[src/rtl/wave_gen.sv]
// Phase-accumulator waveform generator: sine (parabolic), triangle, sawtooth,
// square and DC midscale samples, with waveform changes deferred to phase wrap.
module wave_gen #(
  parameter int PHASE_W = 32,
  parameter int DATA_W  = 8
) (
  input  logic               clk,
  input  logic               rst,
  input  logic               en,
  input  logic [PHASE_W-1:0] freq_word,
  input  logic [2:0]         wave_sel,
  input  logic [DATA_W-1:0]  duty,
  output logic [DATA_W-1:0]  wave_out,
  output logic               wave_valid,
  output logic               cycle_start
);

  localparam int PROD_W = 2 * (DATA_W - 1);
  localparam logic [DATA_W-1:0] MID_VAL  = {1'b1, {(DATA_W-1){1'b0}}};
  localparam logic [DATA_W-1:0] MAX_VAL  = {DATA_W{1'b1}};
  localparam logic [DATA_W-1:0] ZERO_VAL = {DATA_W{1'b0}};
  localparam logic [DATA_W-1:0] ONE_VAL  = {{(DATA_W-1){1'b0}}, 1'b1};

  localparam logic [2:0] SEL_SINE = 3'd0;
  localparam logic [2:0] SEL_TRI  = 3'd1;
  localparam logic [2:0] SEL_SAW  = 3'd2;
  localparam logic [2:0] SEL_SQR  = 3'd3;

  logic [PHASE_W-1:0] acc_r;
  logic               wrap_r;
  logic [2:0]         active_sel_r;
  logic [PHASE_W:0]   sum_s;

  logic [DATA_W-1:0]  p1_r;
  logic [2:0]         sel1_r;
  logic [DATA_W-1:0]  duty1_r;
  logic               wrap1_r;
  logic               en1_r;

  logic [DATA_W-2:0]  x_s;
  logic [PROD_W-1:0]  prod_s;
  logic [DATA_W-1:0]  q_s;
  logic [DATA_W-1:0]  tri_s;
  logic [DATA_W-1:0]  sine_s;
  logic [DATA_W-1:0]  sample_s;

  // The extra MSB of the sum is the wrap carry.
  assign sum_s = {1'b0, acc_r} + {1'b0, freq_word};

  // Phase accumulator; the waveform code is only latched at wrap while running.
  always_ff @(posedge clk) begin
    if (rst) begin
      acc_r        <= {PHASE_W{1'b0}};
      wrap_r       <= 1'b0;
      active_sel_r <= 3'd0;
    end else if (en) begin
      acc_r  <= sum_s[PHASE_W-1:0];
      wrap_r <= sum_s[PHASE_W];
      if (sum_s[PHASE_W]) begin
        active_sel_r <= wave_sel;
      end else begin
        active_sel_r <= active_sel_r;
      end
    end else begin
      acc_r        <= acc_r;
      wrap_r       <= 1'b0;
      active_sel_r <= wave_sel;
    end
  end

  // Stage 1: capture phase index and everything the shaper needs alongside it.
  always_ff @(posedge clk) begin
    if (rst) begin
      p1_r    <= ZERO_VAL;
      sel1_r  <= 3'd0;
      duty1_r <= ZERO_VAL;
      wrap1_r <= 1'b0;
      en1_r   <= 1'b0;
    end else begin
      p1_r    <= acc_r[PHASE_W-1 -: DATA_W];
      sel1_r  <= active_sel_r;
      duty1_r <= duty;
      wrap1_r <= wrap_r;
      en1_r   <= en;
    end
  end

  // Half-period parabola x*(M-1-x); M-1-x is just the bitwise complement of x.
  always_comb begin
    x_s    = p1_r[DATA_W-2:0];
    prod_s = {{(DATA_W-1){1'b0}}, x_s} * {{(DATA_W-1){1'b0}}, ~x_s};
    q_s    = DATA_W'(prod_s >> (DATA_W - 3));
    tri_s  = {x_s, 1'b0};
    if (p1_r[DATA_W-1]) begin
      sine_s = MID_VAL - ONE_VAL - q_s;
      tri_s  = ~tri_s;
    end else begin
      sine_s = MID_VAL + q_s;
    end
  end

  // Waveform selection; unused codes give DC midscale.
  always_comb begin
    sample_s = MID_VAL;
    case (sel1_r)
      SEL_SINE: sample_s = sine_s;
      SEL_TRI:  sample_s = tri_s;
      SEL_SAW:  sample_s = p1_r;
      SEL_SQR: begin
        if (p1_r < duty1_r) begin
          sample_s = MAX_VAL;
        end else begin
          sample_s = ZERO_VAL;
        end
      end
      default:  sample_s = MID_VAL;
    endcase
  end

  // Stage 2: registered outputs.
  always_ff @(posedge clk) begin
    if (rst) begin
      wave_out    <= ZERO_VAL;
      wave_valid  <= 1'b0;
      cycle_start <= 1'b0;
    end else begin
      wave_out    <= sample_s;
      wave_valid  <= en1_r;
      cycle_start <= wrap1_r;
    end
  end

endmodule

[config.mk]
export PLATFORM = sky130hd
export DESIGN_NAME = wave_gen
export DESIGN_NICKNAME = d
export VERILOG_FILES = /design/src/rtl/wave_gen.sv
export SDC_FILE = /design/constraint.sdc
export NUM_CORES = 1
export LEC_CHECK = 0
export CAP_MARGIN = 25
export CORE_AREA = 2 2 113 104
export CTS_BUF_LIST = sky130_fd_sc_hd__clkbuf_4
export DETAILED_ROUTE_END_ITERATION = 7
export DIE_AREA = 0 0 115 106
export DONT_BUFFER_PORTS = 1
export HOLD_SLACK_MARGIN = 0.12
export PLACE_DENSITY = 0.64
export REMOVE_ABC_BUFFERS = 1
export SYNTH_ARGS = -nofsm -noshare
export SYNTH_HDL_FRONTEND = slang
export SYNTH_SLANG_ARGS = --single-unit
[constraint.sdc]
create_clock -name clk -period 4.9 [get_ports clk]
set_input_delay 0.98 -clock clk [delete_from_list [all_inputs] [get_ports clk]]
set_output_delay 0.98 -clock clk [all_outputs]
set_load 0.01 [all_outputs]
## Word-level counts from Yosys, hierarchy flattened

Index checks and enable logic that the tools add are counted.

| cells by class | value |
|---|---|
| bitwise gates (word level) | 3 |
| add/subtract/negate cells | 3 |
| reductions and logical operators | 2 |
| $lt $le $gt $ge | 1 |
| equality and inequality tests | 4 |
| multiplexer cells | 6 |
| multiply operators | 1 |

Operators with widths:

| cell | count |
|---|---|
| 32-bit by 32-bit adder with 33-bit output | 1 |
| 8-bit one-hot mux with 4 select lines | 1 |
| 8-bit 2-to-1 mux | 3 |
| 7-bit by 7-bit multiplier with 13-bit output | 1 |
| 8-bit adder (first input constant) | 1 |
| 8-bit less-than comparator | 1 |
| 8-bit NOT | 1 |
| 7-bit by 8-bit subtractor with 8-bit output (first input constant) | 1 |
| 7-bit NOT | 1 |
| 3-bit by 2-bit equality test with 1-bit output (second input constant) | 2 |
| 3-bit 2-to-1 mux | 2 |
| 3-bit by 1-bit equality test with 1-bit output (second input constant) | 1 |
| 3-bit logical NOT | 1 |
| 2-bit by 1-bit != test with 1-bit output (second input constant) | 1 |
| 2-bit OR reduction | 1 |
| 1-bit NOT | 1 |

| storage, ports and cells | value |
|---|---|
| register bits | 67 |
| logic and storage cells | 31 |

## Depth between registers and ports, before layout

| logic depth | value |
|---|---|
| depth in word-level cells | 5 |
| depth in mapped cells | 19 |
| gate-level depth less buffers | 18 |

## Least setup slack after synthesis

OpenSTA, ideal clock, no wires.

| path | value |
|---|---|
| path type | reg-to-reg |
| start point | register p1_r[2] |
| end point | register wave_out[5] |
| period minus slack after synthesis | 4.315 ns |
| data required time | 4.758 ns |
| setup time | 0.142 ns |
| arrival | 4.173 ns |
| cell stages (with the launch flop) | 20 |
| setup slack | 0.585 ns |
| buffers on the path | 1 |
| cells stage by stage | dfxtp_1 clkbuf_1 inv_1 ha_1 inv_1 ha_1 ha_1 inv_1 fa_1 inv_1 fa_1 ha_1 inv_1 o21bai_1 a21oi_1 o21ai_0 nand2_1 xnor2_1 a222oi_1 a21oi_1 |

| between the ends | value |
|---|---|
| word-level cells in the longest chain between the ends | 5 |
| elaborated cells between the ends (all ways) | 8 |
| those cells by class | add/sub: 2; mul: 1; order compare: 1; mux: 3; bitwise: 1 |

Ends and longest elaborated chain:

| item | RTL line | text |
|---|---|---|
| from (decl) | 34 | `logic [DATA_W-1:0] p1_r;` |
| from (signal assigned) | 80 | `p1_r <= acc_r[PHASE_W-1 -: DATA_W];` |
| 7-bit NOT | 91 | `prod_s = {{(DATA_W-1){1'b0}}, x_s} * {{(DATA_W-1){1'b0}}, ~x_s};` |
| 7-bit by 7-bit multiplier with 13-bit output | 91 |  |
| 8-bit adder or 7-bit by 8-bit subtractor with 8-bit output (tied branches) | 98, 95 |  |
| 8-bit 2-to-1 mux | 94 | `if (p1_r[DATA_W-1]) begin` |
| 8-bit one-hot mux with 4 select lines (*) | 105 | `case (sel1_r)` |
| to (signal assigned) | 127 | `wave_out <= sample_s;` |
| to (decl) | 13 | `output logic [DATA_W-1:0] wave_out,` |

Mark *: on every way between the ends. The rest lies on a longest branch, timed or not.
A chain may end at the register's enable or synchronous reset.

## Final worst setup path

| path | value |
|---|---|
| start point | register p1_r[0] |
| end point | register wave_out[4] |

The elaborated chain is that of the path after synthesis.

==> metrics.md <==
| Metric | Value |
|---|---|
| Sequential area share after synthesis | `24.77%` |
| Rel. slew slack | `42.83%` |
| IO Count | `56` |
| Largest area contributor in the netlist | `dfxtp_1` |
| Most common cell in the synthesized netlist | `ha_1` |
| CTS Buf Count | `9` |
| FP Rows | `37` |
| Max-cap violations | `0` |
| DRC | `0` |
| Root buffer cell | `clkbuf_4` |
| Core area | `11110 sq um` |
| Layout cell share with drive strength beyond 1 | `5.440%` |
| Worst hold path type | `reg -> reg` |
| Reg2reg end | `wave_out[4]` |
| Post-DR vias/cell | `5.610` |
| Final setup fails | `0` |
| RSZ-0062 raised after global routing | `false` |
| Synth cell types | `59` |
| R2R depth | `13` |
| Total grt overflow | `0` |
| Hold depth | `1` |
| CP Capture Type | `flop` |
| CTS max path bufs | `2` |
| CTS tree | `yes` |
| Final hold vios | `0` |
| Detail Placement HPWL | `8835 um` |
| Setup Skew | `0.01803 ns` |
| Hold wc startpoint | `wrap1_r` |
| Cells after synthesis | `630` |
| Period Utilization, post-route | `90.40%` |
| Post-synth EDFFs | `0` |
| Fillers | `1083` |
| Final instance area | `5640 sq um` |
| GP Congestion | `0.8485` |
| Dominant synthesized flop cell | `dfxtp_1` |
| CTS clk-pin slew, worst paths | `0.12 ns` |
| WP data arrival | `4.72 ns` |
| Finished Core Util | `between 50% and 60%` |
| Max H-tree Level | `3` |
| Initial antenna violation count | `1` |
| Mapped cell area | `5414 sq um` |
| Vias in the first global route | `4140` |
| Worst skew pair latency | `0.44 ns` |
| First-pass GRT wire length | `19410 um` |
| DRT Pass-1 Iters | `5` |
| All-Layer GR Usage | `about a fifth` |
| Final Max Tran Viols | `0` |
| Die ar. | `12190 sq um` |
| WS Path Type | `reg -> reg` |
| Leak pwr | `0.002776 uW` |
| Vias | `~4300` |
| Max Freq | `roughly 230 MHz` |
| Status | `completed` |
| Mapped Avg Cell Area | `8.594 sq um` |
| Ys Warns | `0` |
| Initial DRC count | `244` |
| Endpoint, Worst Hold | `cycle_start` |
| NumNets Final | `759` |
| Slew @ Worst Pin | `roughly 0.86 ns` |
| Tmin final | `4.429 ns` |
| Final wirelength | `11640 um` |
| Top-area cell type share of the netlist area | `roughly 25%` |
| Setup TNS | `0 ns` |
| Crit Path Max Fanout | `9` |
| Avg WL per Cell | `15.27 um` |
| PD cells | `between 300 and 400 nW/um^2` |
| P&R area growth vs syn | `4.183%` |
| Peak supply drop | `184.7 uV` |
| Post-synth top cells | `ha_1 (76), nor2_1 (74), dfxtp_1 (67), inv_1 (43)` |
| Async SR Flop Fraction | `0%` |
| Placed inst area | `5530 sq um` |
| R2r setup slk | `~0.47 ns` |
| Post-cts resize count | `0` |
| Largest net degree at the start of global routing | `67` |
| Die Width | `~120 um` |
| Worst endpoint required time | `between 5 and 6 ns` |
| Clock sinks | `67` |
| Yosys reg bits | `67` |
| Startpoint Class | `flop` |
| Hold Buf Count CTS | `0` |
| Initial Util | `48.73%` |
| Top post-synthesis cells by area | `dfxtp_1 (25%), ha_1 (18%), fa_1 (6.3%), nor2_1 (5.1%), xnor2_1 (4.0%)` |
| I/O Buffers | `0` |
| Reg2reg start | `p1_r[0]` |
| ANT nets after route | `0` |
| Post-CTS Setup Bufs | `0` |
| Chip height | `106 um` |
[cell families after synthesis]
family                     Yosys count  share of synthesized area (%)
buffers and inverters               71                          4.946
and+or+nand+nor                    182                          15.67
muxes                               20                          3.721
xor gates and xnor gates            46                          7.442
DFF                                 67                          24.77
AOI/OAI and AO/OA                  151                          19.60
adders and majority gates           93                          23.85
[how the worst max path moves through the flow]
stage	from	slack, ns	cells after the start	to
floorplan	p1_r[2]	0.70	18	wave_out[5]
global placement	p1_r[0]	0.61	13	wave_out[4]
detailed placement	p1_r[0]	0.53	13	wave_out[5]
CTS	p1_r[0]	0.48	13	wave_out[5]
global route	p1_r[0]	0.22	13	wave_out[4]
finish	p1_r[0]	0.47	13	wave_out[4]
[cell type report]
type                            instances  area, sq um  share of cell area [%]
Clock buffer                           12        90.09                   1.597
Inverter                               43        161.4                   2.862
Sequential cell                        67         1341                   23.78
Antenna cell                            1        2.502                 0.04437
Multi-Input combinational cell        492         3805                   67.46
Clock inverter                          4        17.52                  0.3106
Tap cell                              136        170.2                   3.017
Timing Repair Buffer                    7        52.55                  0.9317
[through the flow]
step | power (uW) | hold slack (ns) | worst slack [ns] | cells
floorplan | 1359 | 0.4138 | 0.7010 | 602
CTS | 1850 | 0.4461 | 0.4799 | 761
finish | 1831 | 0.4433 | 0.4706 | 762
global placement | 1500 | 0.4174 | 0.6148 | 745
global route | 1990 | 0.4574 | 0.2224 | 762
detailed placement | 1517 | 0.4204 | 0.5341 | 745
[critical path, stage by stage (launching register included)]
cell	delay (ns)
dfxtp_1	0.58
nand2_1	0.14
fa_1	0.52
fa_1	0.52
fa_1	0.52
fa_1	0.54
inv_1	0.04
ha_1	0.31
a21oi_1	0.27
nor2_1	0.09
o21ai_0	0.22
xnor2_1	0.10
a222oi_1	0.32
a21oi_1	0.12
[report_power, final]
group,switching (uW),internal (uW)
sequential,55.3,621
clock,204,117
combinational,452,383
total,711,1120
[sequential cells by signal (all words and copies together) (netlist names)]
name,flops
active_sel_r,3
wrap1_r,1
duty1_r,8
cycle_start,1
p1_r,8
acc_r,32
sel1_r,3
wave_valid,1
en1_r,1
wave_out,8
wrap_r,1
[routing by layer]
metal | part of all wire (%) | GRT usage [%] | up-vias | routed length [um]
met5 | 0 | 0 | - | 0
met4 | 0.95 | 5.077 | 0 | 110
met3 | 6.1 | 6.842 | 8 | 713
met2 | 46 | 32.69 | 89 | 5338
met1 | 47 | 25.49 | 2007 | 5476
li1 | - | - | 2171 | -
[layout by cell type (no fill, tap or decap), drive strengths merged, types with 4 or more instances in the layout]
master / Yosys / layout
a211oi: 7 / 7
a21o: 25 / 25
a21oi: 43 / 43
a22oi: 4 / 4
a31oi: 15 / 15
and3: 5 / 5
buf: 3 / 7
clkbuf: 25 / 12
clkinv: 0 / 4
dfxtp: 67 / 67
fa: 17 / 17
ha: 76 / 76
inv: 43 / 43
mux2i: 19 / 19
nand2: 41 / 41
nand2b: 4 / 4
nand3: 6 / 6
nor2: 74 / 74
nor2b: 25 / 25
nor3: 7 / 7
o21a: 7 / 7
o21ai: 15 / 15
o21bai: 6 / 6
o311ai: 4 / 4
or2: 4 / 4
xnor2: 25 / 25
xor2: 21 / 21
No activity file was read; power rests on OpenSTA's default activity.
